--- src/rtl/dpwm_multiphase.sv ---
// Four-phase interleaved DPWM with complementary high/low-side drives and dead-time gating.
// Build option: define DPWM_DEADTIME_EN to include per-phase dead-time run counters.
module dpwm_multiphase #(
  parameter int DT = 2
) (
  input  logic       clk_in,
  input  logic       rst,
  input  logic       en,
  input  logic [6:0] d_dith,
  output logic [3:0] pwm_hs,
  output logic [3:0] pwm_ls,
  output logic       period_start
);

  if (DT < 0 || DT > 15) begin : g_dt_range
    $error("dpwm_multiphase: DT must be in 0..15");
  end

  logic [6:0] cnt_q, cnt_d;
  logic       ps_cmp_q, ps_cmp_d;
  logic       ps_q, ps_d;
  logic [3:0] hs_q, hs_d;
  logic [3:0] ls_q, ls_d;

  // Start marker travels through the same two register stages as the drives.
  always_comb begin
    cnt_d    = en ? cnt_q + 7'd1 : 7'd0;
    ps_cmp_d = en && (cnt_q == 7'd0);
    ps_d     = en && ps_cmp_q;
  end

  always_ff @(posedge clk_in) begin
    if (rst) begin
      cnt_q    <= 7'd0;
      ps_cmp_q <= 1'b0;
      ps_q     <= 1'b0;
      hs_q     <= 4'd0;
      ls_q     <= 4'd0;
    end else begin
      cnt_q    <= cnt_d;
      ps_cmp_q <= ps_cmp_d;
      ps_q     <= ps_d;
      hs_q     <= hs_d;
      ls_q     <= ls_d;
    end
  end

  genvar gi;
  generate
    for (gi = 0; gi < 4; gi++) begin : g_phase
      localparam logic [6:0] OFFS = 7'(32 * gi);

      logic [6:0] loc;
      logic [6:0] duty_sh_q, duty_sh_d;
      logic       raw;
      logic       raw_q, raw_d;
      logic       gate;

      assign loc = cnt_q - OFFS;
      assign raw = loc < duty_sh_q;

      // Shadow duty reloads on the last count of this phase's own period.
      always_comb begin
        duty_sh_d = duty_sh_q;
        if (!en || loc == 7'd127) begin
          duty_sh_d = d_dith;
        end
        raw_d = en && raw;
      end

      always_ff @(posedge clk_in) begin
        if (rst) begin
          duty_sh_q <= 7'd0;
          raw_q     <= 1'b0;
        end else begin
          duty_sh_q <= duty_sh_d;
          raw_q     <= raw_d;
        end
      end

`ifdef DPWM_DEADTIME_EN
      localparam logic [3:0] DT_C = 4'(DT);
      logic [3:0] rc_q, rc_d;

      // rc counts cycles since the last raw edge; drives open only once it reaches DT.
      always_comb begin
        if (!en || (raw != raw_q)) begin
          rc_d = 4'd0;
        end else if (rc_q < DT_C) begin
          rc_d = rc_q + 4'd1;
        end else begin
          rc_d = rc_q;
        end
      end

      always_ff @(posedge clk_in) begin
        if (rst) begin
          rc_q <= 4'd0;
        end else begin
          rc_q <= rc_d;
        end
      end

      assign gate = (rc_q >= DT_C);
`else
      assign gate = 1'b1;
`endif

      assign hs_d[gi] = en && raw_q && gate;
      assign ls_d[gi] = en && !raw_q && gate;
    end
  endgenerate

  assign pwm_hs       = hs_q;
  assign pwm_ls       = ls_q;
  assign period_start = ps_q;

endmodule

--- config.mk ---
export PLATFORM = sky130hd
export DESIGN_NAME = dpwm_multiphase
export DESIGN_NICKNAME = d
export VERILOG_FILES = /design/src/rtl/dpwm_multiphase.sv
export SDC_FILE = /design/constraint.sdc
export NUM_CORES = 1
export LEC_CHECK = 0
export BUFFER_PORTS_ARGS = -buffer_cell sky130_fd_sc_hd__buf_2
export CORE_MARGIN = 4
export CORE_UTILIZATION = 63
export DETAILED_ROUTE_END_ITERATION = 10
export PLACE_DENSITY = 0.81
export SLEW_MARGIN = 30
export SYNTH_ARGS = -nofsm -noshare
export SYNTH_HDL_FRONTEND = slang
export SYNTH_SLANG_ARGS = --single-unit
--- constraint.sdc ---
create_clock -name clk_in -period 4.87 [get_ports clk_in]
set_input_delay 0.487 -clock clk_in [delete_from_list [all_inputs] [get_ports clk_in]]
set_output_delay 0.487 -clock clk_in [all_outputs]
set_load 0.01 [all_outputs]
# == Word-level counts from Yosys, hierarchy flattened ==
# Index checks and enable logic that the tools add are counted.
# Widths: inputs -> output; s select.
# classes
n_addsub,4
magnitude_cmp,4
eq_ne,4
bitwise,1
reduce_logical,25
# ops
operator,n
$eq 7x7->1 const B,4
$lt 7x7->1,4
$logic_and 1x1->1,14
$sub 7x7->7 const B,2
$add 7x1->7 const B,1
$logic_not 7->1,1
$sub 7x6->7 const B,1
$logic_not 1->1,5
$logic_or 1x1->1,4
$reduce_or 2->1,1
$not 1->1,1
# word_totals
ff_bits,49

# == Logic depth before layout (Yosys ltp) ==
# Gate-level depths: netlist (run 1).
# depth
word_depth,3
depth_mapped,8
ltp_nobuf,7

# == Worst setup path before layout (run 1) ==
# OpenSTA, ideal clock, no wires.
# synth_path
kind,register -> register
start,register cnt_q[1]
end,register g_phase[0].duty_sh_q[4]
arrival_ns,1.540
required_ns,4.742
path_slack_ns,3.203
path_stages_with_launch,6
n_path_buf,0
period_less_slack_ns,1.667
path_cell_list,dfxtp_1 -> ha_1 -> nand4_4 -> o31ai_4 -> mux2i_1 -> nor2_1
# synth_between
elab_chain_len,2
# synth_lines
element,line_no,rtl
"start, declared",19,"logic [6:0] cnt_q, cnt_d;"
"start signal, assigned",40,cnt_q <= cnt_d;
$eq 7x7->1,65,if (!en || loc == 7'd127) begin
$logic_or 1x1->1,65,
"end signal, assigned",76,duty_sh_q <= duty_sh_d;
"end, declared",54,"logic [6:0] duty_sh_q, duty_sh_d;"
# Every way passes these cells.
# A chain may end at the register's enable or synchronous reset.

# == Worst setup path after layout (run 1) ==
# layout_path
start,register cnt_q[5]
end,register g_phase[1].raw_q
# layout_between
elab_chain_len,3
# layout_lines
element,line_no,rtl
$sub 7x6->7,59,assign loc = cnt_q - OFFS;
$lt 7x7->1,60,assign raw = loc < duty_sh_q;
$logic_and 1x1->1,68,raw_d = en && raw;
"end signal, assigned",77,raw_q <= raw_d;
"end, declared",56,"logic raw_q, raw_d;"
# Every way passes these cells.

==> metrics.md, run 1 <==
| Metric | Value |
|---|---|
| Run status | `completed` |
| Ys async rst share | `0` |
| Final HPWL DP | `3.24 mm` |
| Die area | `4730 µm²` |
| Syn Nets | `269` |
| Crit path DAT | `2.33 ns` |
| Global-route usage over all layers | `0.230` |
| Max Cap Viol | `0` |
| Top post-synthesis cells by area | `dfxtp_1, ha_1, mux2i_1` |
| WP data required | `5.12 ns` |
| Drt pass-1 iters | `4` |
| IO Port Bufs | `18` |
| Post-Route WL | `4.62 mm` |
| Maximum vdd ir drop | `0.000183 V` |
| Vias in the first global route | `1650` |
| Maximum root-to-sink buffer count | `2` |
| Simple-Gate Fraction of Synth Area | `0.137` |
| Hold path start | `g_phase[3].raw_q` |
| Tightest Hold Check Type | `reg -> reg` |
| Crit. End Element | `register` |
| Post-synthesis mux area share | `0.121` |
| Post-CTS sizing | `0` |
| Sink Count | `49` |
| CTS buffer count | `5` |
| Antenna violations before repair | `0` |
| Multi-input gate area | `1200 µm²` |
| Leading area contributor after synthesis | `dfxtp_1` |
| Clock latency on the worst-skew pair | `0.30 ns` |
| Cts hold-fix bufs | `0` |
| Die height | `68.7 µm` |
| Core Area | `3440 µm²` |
| # fillers | `253` |
| Via-to-Cell Ratio | `5.52` |
| Compound-gate portion of the synthesized area | `0.101` |
| Reg2Reg Setup Slack | `2.79 ns` |
| Proportion of netlist area held by the largest area contributor | `0.422` |
| R2r startpoint | `cnt_q[5]` |
| Yosys Warn Count | `0` |
| Cells on Worst Hold Path | `1` |
| Clock transition at path regs | `0.09 ns` |
| Crit path launch | `cnt_q[5]` |
| Synth Area in XOR/XNOR | `0.0188` |
| Via count | `1644` |
| Global route total overflow | `0` |
| Netlist cell types | `30` |
| Hold endpoint | `pwm_ls[3]` |
| Hold slack | `0.402 ns` |
| Post-synth top cells | `dfxtp_1, nor2_1, mux2i_1` |
| Layout net count | `287` |
| First-pass GRT wire length | `7.88 mm` |
| Final Skew | `0.00592 ns` |
| Slew margin rel. | `0.577` |
| Initial drt markers | `160` |
| Setup TNS | `0 ns` |
| Post-synth EDFFs | `0` |
| FF-to-FF path depth | `7` |
| Power, Total | `0.000813 W` |
| Cell Area, Synth | `2320 µm²` |
| Clock H-tree levels | `2` |
| Cells after DPL | `290` |
| Fmax | `481 MHz` |
| Largest family of logic cells by synthesized area | `adder cells` |
| I/O pin total | `19` |
| Layout cell share with drive strength beyond 1 | `0.131` |
| Detail Route Antenna Nets | `0` |
| Hold Fails Final Rpt | `0` |
| Fin cells | `298` |
| Slew Viols, Final | `0` |
| Post-Syn Area per Cell | `9.98 µm²` |
| Count leader, synth | `dfxtp_1` |
| Unrepaired setup endpoints after global routing | `no` |
| Area growth from synthesis to layout | `10.1%` |
| Adder-cell share of the synthesized area | `0.140` |
| Register area | `981 µm²` |
| Routed length per instance | `15.5 µm` |
| Register area share after synthesis | `0.422` |
| # Post-CTS Setup Buffers | `0` |
| Crit start category | `register` |
| Critical Path Fanout Max | `9` |
| N_diodes | `0` |
| Crit share post-route | `0.427` |
| Slew @ Worst Pin | `0.635 ns` |
| Die X | `68.7 µm` |
| CTS root buf | `clkbuf_8` |
| Largest net degree at the start of global routing | `31` |
| Pleak | `1.17 nW` |
| Reg2Reg Capture Point | `g_phase[1].raw_q` |
| # DRC | `0` |
| Primary FF master, synth | `dfxtp_1` |
| Cells after Synth | `233` |
| Pwr/cell area | `317 nW/µm²` |
| Final critical-path required period | `2.08 ns` |
| Setup violations, final | `0` |
| Gpl congestion | `0.816` |
| Type of the worst setup path | `reg -> reg` |
| CTS tree | `yes` |
| Register bit total from synthesis | `49` |
| # rows | `21` |
| Initial Util | `0.675` |
[metrics by stage]
stage                     cell area (µm²)  setup slack (ns)   util
after floorplan                      2320              3.20      -
after global placement               2440              2.90  0.709
after detailed placement             2440              2.85  0.709
after CTS                            2560              2.81  0.744
after global routing                 2560              2.69  0.744
final                                2560              2.79  0.744
[how the worst max path moves through the flow]
stage | endpoint | slack (ns)
2_1_floorplan | g_phase[0].duty_sh_q[4] | 3.20
3_3_place_gp | g_phase[1].raw_q | 2.90
3_5_place_dp | g_phase[1].duty_sh_q[6] | 2.85
4_1_cts | g_phase[2].duty_sh_q[6] | 2.81
5_1_grt | g_phase[1].duty_sh_q[6] | 2.69
6_report | g_phase[1].raw_q | 2.79
[registers in the layout, summed over array words and instances, names as in the netlist]
name / count
g_phase.raw_q: 4
pwm_ls: 4
ps_cmp_q: 1
pwm_hs: 4
g_phase.duty_sh_q: 28
cnt_q: 7
period_start: 1
[critical path, cell delays in order (launching register included)]
cell and delay [ns]:
dfxtp_1 0.64, xor2_1 0.28, inv_1 0.08, ha_1 0.31, nand2_1 0.08, nor2_1 0.04, a2111oi_0 0.39, o21a_1 0.21
[cell families after synthesis]
family                     count (synthesis)
and+or+nand+nor                           66
DFF                                       49
buffers and inverters                     36
muxes                                     28
adders and majority gates                 26
AOI/OAI and AO/OA                         23
xor gates and xnor gates                   5
[cells in the final DEF (no fill, tap or decap), drive strengths merged, types with 2 or more instances in the layout]
cell	count
a21o	4
o31ai	4
dfxtp	49
inv	29
nor3	6
o2111ai	3
buf	18
ha	26
nor2	39
nand3	2
and2	6
xor2	3
clkbuf	6
nand4	2
nand2b	5
nand2	2
a21oi	3
mux2i	28
a2111oi	7
xnor2	2
[layer usage]
layer	GRT usage	wire length, µm
met1	0.299	2170
met4	0.109	123
met2	0.355	2100
met3	0.0600	222
met5	0	0
[where the power goes]
| group | leakage [nW] | internal, W | switching, W |
|---|---|---|---|
| Combinational | 0.707 | 0.0000356 | 0.0000453 |
| Sequential | 0.403 | 0.000420 | 0.0000105 |
| Clock | 0.0574 | 0.000167 | 0.000135 |
[layout make-up]
type                       count  share of cell area
multi-input combinational    148               0.470
sequential                    49               0.383
inverter                      29              0.0425
timing repair buffer          18              0.0352
clock buffer                   6              0.0323
tap                           46              0.0225
clock inverter                 2              0.0147
No activity file was read; power rests on OpenSTA's default activity.
==> run 2, diff against run 1 <==
Settings changed: CORE_UTILIZATION 63 to 53, PLACE_DENSITY 0.81 to 0.73.
Clock period 4.87 ns to 1.8 ns, I/O delays scaled along.
==> metrics.md, run 2 (synthesis results as in run 1) <==
| Metric | Value |
|---|---|
| Routed length per instance | `14.6 µm (-6.0%)` |
| Layout cell share with drive strength beyond 1 | `0.193 (+0.0622)` |
| Clock latency on the worst-skew pair | `0.29 ns (about the same)` |
| Hold slack | `0.168 ns (-0.234 ns)` |
| Critical path's largest stage delay | `0.42 ns (-0.22 ns)` |
| Unrepaired setup endpoints after global routing | `no` |
| Fin cells | `314 (+5.4%)` |
| Int Power | `0.00171 W (+170%)` |
| Largest Register | `g_phase.duty_sh_q` |
| Detail Route Antenna Nets | `0 (unchanged)` |
| First-pass GRT wire length | `7.71 mm (-2.1%)` |
| Final Skew | `0.00916 ns (+0.00324 ns)` |
| Gpl congestion | `0.815 (about the same)` |
| Max Cap Viol | `0 (unchanged)` |
| # rows | `23 (+9.5%)` |
| GRT met2 Usage | `0.303 (-0.0520)` |
| Maximum vdd ir drop | `0.000431 V (+140%)` |
| Run status | `completed` |
| Global-route usage over all layers | `0.186 (-0.0448)` |
| Area growth from synthesis to layout | `15.9%` |
| Layout net count | `299 (+4.2%)` |
| # Post-CTS Setup Buffers | `0 (unchanged)` |
| Placed Area | `2560 µm² (+4.9%)` |
| Die height | `74.2 µm (+8.0%)` |
| CTS root buf | `clkbuf_8` |
| I/O pin total | `19 (unchanged)` |
| IO Port Bufs | `18 (unchanged)` |
| Crit path launch | `cnt_q[1]` |
| R2r startpoint | `cnt_q[1]` |
| Antenna violations before repair | `0 (unchanged)` |
| Crit path DAT | `1.86 ns (-0.47 ns)` |
| Largest net degree at the start of global routing | `30 (-3.2%)` |
| Slew Viols, Final | `0 (unchanged)` |
| Initial Util | `0.565 (-0.110)` |
| Tightest Hold Check Type | `in -> reg` |
| Clock power frac | `0.364 (-0.007)` |
| Sw Share | `0.229 (-0.00470)` |
| Via count | `1655 (+0.67%)` |
| Biggest regs | `g_phase.duty_sh_q: 28 flops, cnt_q: 7 flops` |
| Hold Fails Final Rpt | `0 (unchanged)` |
| Sequential share of power | `0.524 (-0.005)` |
| Maximum root-to-sink buffer count | `2 (unchanged)` |
| Final critical-path required period | `1.70 ns (-0.381 ns)` |
| GR peak layer | `met2` |
| # DRC | `0 (unchanged)` |
| Initial drt markers | `95 (-41%)` |
| Cts hold-fix bufs | `0 (unchanged)` |
| Clock H-tree levels | `2 (unchanged)` |
| Crit start category | `register` |
| Clock transition at path regs | `0.09 ns (about the same)` |
| Die X | `74.2 µm (+8.0%)` |
| Most frequent cells in the layout | `dfxtp_1, nor2_1, mux2i_1` |
| Via-to-Cell Ratio | `5.27 (-4.5%)` |
| P_sw | `0.000508 W (+170%)` |
| Place WS | `-0.137 ns (-2.99 ns)` |
| WP data required | `1.96 ns (-3.16 ns)` |
| Max reg flops | `28 (unchanged)` |
| CTS buffer count | `5 (unchanged)` |
| Commonest non-fill, non-tap cell in the layout | `dfxtp_1` |
| Met3 global-route usage | `0.0284 (-0.0316)` |
| Setup violations, final | `0 (unchanged)` |
| N_diodes | `0 (unchanged)` |
| Global route total overflow | `0 (unchanged)` |
| Reg2Reg Capture Point | `g_phase[0].raw_q` |
| Slew @ Worst Pin | `0.440 ns (-0.195 ns)` |
| Met1 Track Usage GR | `0.248 (-0.0514)` |
| Crit share post-route | `0.944 (+0.517)` |
| Combinational power share | `0.112 (+0.012)` |
| Cells after DPL | `306 (+5.5%)` |
| Sink Count | `49 (unchanged)` |
| Critical Path Fanout Max | `7 (-2)` |
| Final core utilization | `0.655 (-0.0888)` |
| Vias in the first global route | `1599 (-3.1%)` |
| FF-to-FF path depth | `4 (-3)` |
| Fmax | `588 MHz (+22%)` |
| Post-Route WL | `4.58 mm (-1.0%)` |
| Slowest stage cell, crit path | `a2111oi_1` |
| Critical path cell sequence | `ha_1, a2111oi_0, nor3_1, a2111oi_1` |
| Final HPWL DP | `3.40 mm (+4.7%)` |
| Slew margin rel. | `0.706 (+0.130)` |
| Pwr/cell area | `822 nW/µm² (+160%)` |
| CTS tree | `yes` |
| Reg2Reg Setup Slack | `0.10 ns (-2.69 ns)` |
| Pleak | `1.24 nW (+6.4%)` |
| Post-route worst setup slack | `0.101 ns (-2.69 ns)` |
| Drt pass-1 iters | `4 (unchanged)` |
| Final instance area | `2700 µm² (+5.3%)` |
| Core Area | `4120 µm² (+20%)` |
| Crit. End Element | `register` |
| Die area | `5510 µm² (+17%)` |
| Type of the worst setup path | `reg -> reg` |
| Worst setup path endpoint | `g_phase[0].raw_q` |
-- run 2: changes by cell type in the layout (fill, tap and decap cells not counted), sizes merged --
cell	previous run	this run
clkbuf	6	7
buf	18	30
clkinvlp	1	0
-- run 2: layer usage --
metal	share of wire	wire length, µm
met1	0.48	2190
met2	0.47	2140
met3	0.031	144
met4	0.022	102
met5	0	0
-- run 2: power groups by stage --
stage / registers (W) / clock network, W / logic (W)
6_report: 0.00116 / 0.000806 / 0.000248
5_1_grt: 0.00117 / 0.000866 / 0.000278
4_1_cts: 0.00116 / 0.000820 / 0.000248
3_5_place_dp: 0.00119 / 0 / 0.000243
3_3_place_gp: 0.00118 / 0 / 0.000239
2_1_floorplan: 0.00118 / 0 / 0.000152
-- run 2: worst min-delay path by stage --
stage / from / to / slack, ns / cells after the start
2_1_floorplan: d_dith[1] / g_phase[0].duty_sh_q[1] / 0.33 / 2
3_3_place_gp: g_phase[3].raw_q / pwm_ls[3] / 0.39 / 1
3_5_place_dp: g_phase[2].raw_q / pwm_ls[2] / 0.40 / 1
4_1_cts: d_dith[1] / g_phase[1].duty_sh_q[1] / 0.16 / 3
5_1_grt: d_dith[1] / g_phase[2].duty_sh_q[1] / 0.18 / 3
6_report: d_dith[1] / g_phase[1].duty_sh_q[1] / 0.17 / 3
-- run 2: cell type report --
cell class,count,area [µm²]
repair buffers,30,205
inverters,29,109
clock buffers,7,86.3
clock inverters,1,30.0
well taps,50,62.6
fillers,334,1420
multi-input cells,148,1210
flip-flops and latches,49,987
-- run 2: timing repair --
item / CTS / global route
pin swaps: 0 / 2
gates resized for setup: 4 / 5
setup endpoints to repair: 3 / 4
-- run 2: critical path: cells and delay by family, from the launching register on --
family                   cells  cell delay, ns
AO/OA/AOI/OAI                2            0.80
flip-flops                   1            0.37
AND/OR/NAND/NOR              1            0.10
adder cells (fa/ha/maj)      1            0.29
-- run 2: through the flow --
stage / power (W) / setup TNS, ns
4_1_cts: 0.00223 / 0
3_3_place_gp: 0.00142 / -0.0824
2_1_floorplan: 0.00134 / 0
6_report: 0.00221 / 0
5_1_grt: 0.00231 / 0
3_5_place_dp: 0.00143 / -0.196
==> run 3, diff against run 2 <==
Settings changed: CTS_BUF_LIST set to sky130_fd_sc_hd__clkbuf_16, CTS_CLUSTER_DIAMETER set to 60.
==> metrics.md, run 3 (synthesis results as in run 1) <==
| Metric | Value |
|---|---|
| Final HPWL DP | `3.40 mm (unchanged)` |
| Crit start category | `register` |
| Via count | `1661 (+0.36%)` |
| Unrepaired setup endpoints after global routing | `no` |
| Slew Viols, Final | `0 (unchanged)` |
| Via-to-Cell Ratio | `5.29 (+0.36%)` |
| Die area | `5510 µm² (unchanged)` |
| Setup violations, final | `0 (unchanged)` |
| Vias in the first global route | `1576 (-1.4%)` |
| # rows | `23 (unchanged)` |
| Layout cell share with drive strength beyond 1 | `0.189 (-0.00379)` |
| Critical Path Fanout Max | `7 (unchanged)` |
| Final critical-path required period | `1.69 ns (-0.00480 ns)` |
| Antenna violations before repair | `0 (unchanged)` |
| Largest net degree at the start of global routing | `30 (unchanged)` |
| Detail Route Antenna Nets | `0 (unchanged)` |
| Post-Route WL | `4.64 mm (+1.4%)` |
| Pwr/cell area | `886 nW/µm² (+7.8%)` |
| Core Area | `4120 µm² (unchanged)` |
| Max Cap Viol | `0 (unchanged)` |
| Setup TNS | `0 ns (unchanged)` |
| Crit share post-route | `0.941 (-0.00266)` |
| Global-route usage over all layers | `0.192 (+0.00643)` |
| Global route total overflow | `0 (unchanged)` |
| Clock transition at path regs | `0.06 ns (-0.03 ns)` |
| # Post-CTS Setup Buffers | `0 (unchanged)` |
| # DRC | `0 (unchanged)` |
| Maximum root-to-sink buffer count | `2 (unchanged)` |
| CTS buffer count | `5 (unchanged)` |
| Layout net count | `299 (unchanged)` |
| Slew @ Worst Pin | `0.428 ns (-0.0120 ns)` |
| Power, Total | `0.00243 W (+9.7%)` |
| Gpl congestion | `0.815 (unchanged)` |
| Tightest Hold Check Type | `in -> reg` |
| IO Port Bufs | `18 (unchanged)` |
| Fmax | `590 MHz (+0.28%)` |
| First-pass GRT wire length | `7.73 mm (+0.26%)` |
| Area growth from synthesis to layout | `18.0%` |
| Initial drt markers | `74 (-22%)` |
| N_diodes | `0 (unchanged)` |
| Slew margin rel. | `0.714 (+0.00799)` |
| CTS tree | `yes` |
| Sink Count | `49 (unchanged)` |
| I/O pin total | `19 (unchanged)` |
| Maximum vdd ir drop | `0.000468 V (+8.6%)` |
| Largest Register | `g_phase.duty_sh_q` |
| Clock H-tree levels | `2 (unchanged)` |
| Max reg flops | `28 (unchanged)` |
| Drt pass-1 iters | `4 (unchanged)` |
| Biggest regs | `g_phase.duty_sh_q: 28 flops, cnt_q: 7 flops` |
| Run status | `completed` |
| Type of the worst setup path | `reg -> reg` |
| Initial Util | `0.565 (unchanged)` |
| Final Skew | `0.00392 ns (-0.00524 ns)` |
| Most frequent cells in the layout | `dfxtp_1, nor2_1, inv_1, mux2i_1, ha_1` |
| CTS root buf | `clkbuf_16` |
| Routed length per instance | `14.8 µm (+1.4%)` |
| Crit. End Element | `register` |
| Clock latency on the worst-skew pair | `0.28 ns (about the same)` |
| Die X | `74.2 µm (unchanged)` |
| Crit path DAT | `1.85 ns (about the same)` |
| Commonest non-fill, non-tap cell in the layout | `dfxtp_1` |
| Die height | `74.2 µm (unchanged)` |
| WP data required | `1.95 ns (about the same)` |
| Hold Fails Final Rpt | `0 (unchanged)` |
| Pleak | `1.27 nW (+2.0%)` |
-- run 3: changes by cell type in the layout (fill, tap and decap cells not counted), sizes merged --
| cell | delta |
|---|---|
| clkbuf | -2 |
| clkinv | +1 |
| inv | +1 |
-- run 3: final timing paths --
| path | from | endpoint | slack (ns) | depth (start not counted) |
|---|---|---|---|---|
| setup reg to reg | cnt_q[1] | g_phase[0].raw_q | 0.11 | 4 |
| hold reg to reg | g_phase[2].raw_q | pwm_ls[2] | 0.40 | 1 |
| hold / removal | d_dith[1] | g_phase[1].duty_sh_q[1] | 0.18 | 3 |
| setup / recovery | cnt_q[1] | g_phase[0].raw_q | 0.11 | 4 |
-- run 3: worst max-delay path: stages (launching register included) --
cell       delay (ns)
dfxtp_2          0.36
ha_1             0.30
a2111oi_1        0.38
nor3_1           0.11
a2111oi_1        0.42
-- run 3: per-layer routing --
metal  up-vias  track usage  routed length, µm
met5         -            0                  0
met4         0       0.0810                 95
met3         8       0.0486                172
met2        30        0.300               2200
met1       775        0.253               2180
li1        848            -                  -
-- run 3: what timing repair did --
action / 4_1_cts / 5_1_grt
hold buffers: 0 / 0
resized for setup: 2 / 8
endpoints found under the setup margin: 2 / 26
pin swaps: 0 / 2
gates cloned: 0 / 0
-- run 3: final cells by class --
class	instances	area, µm²
Clock buffer	5	125
Clock inverter	3	37.5
Fill cell	328	1370
Inverter	29	109
Multi-Input combinational cell	148	1220
Sequential cell	49	987
Tap cell	50	62.6
Timing Repair Buffer	30	205
-- run 3: stage by stage --
step	area [µm²]	util	worst slack (ns)	hold WS, ns	cells
finish	2740	0.666	0.105	0.180	314
global route	2740	0.666	0.0461	0.194	314
CTS	2730	0.664	0.00674	0.175	314
detailed placement	2560	0.622	-0.137	0.398	306
global placement	2560	0.622	-0.0824	0.392	306
floorplan	2320	-	0.133	0.327	233
-- run 3: power breakdown --
part	switching, W	total (W)	internal [W]
sequential	0.0000245	0.00116	0.00114
clock	0.000372	0.00102	0.000645
combinational	0.000132	0.000250	0.000118
total	0.000528	0.00243	0.00190
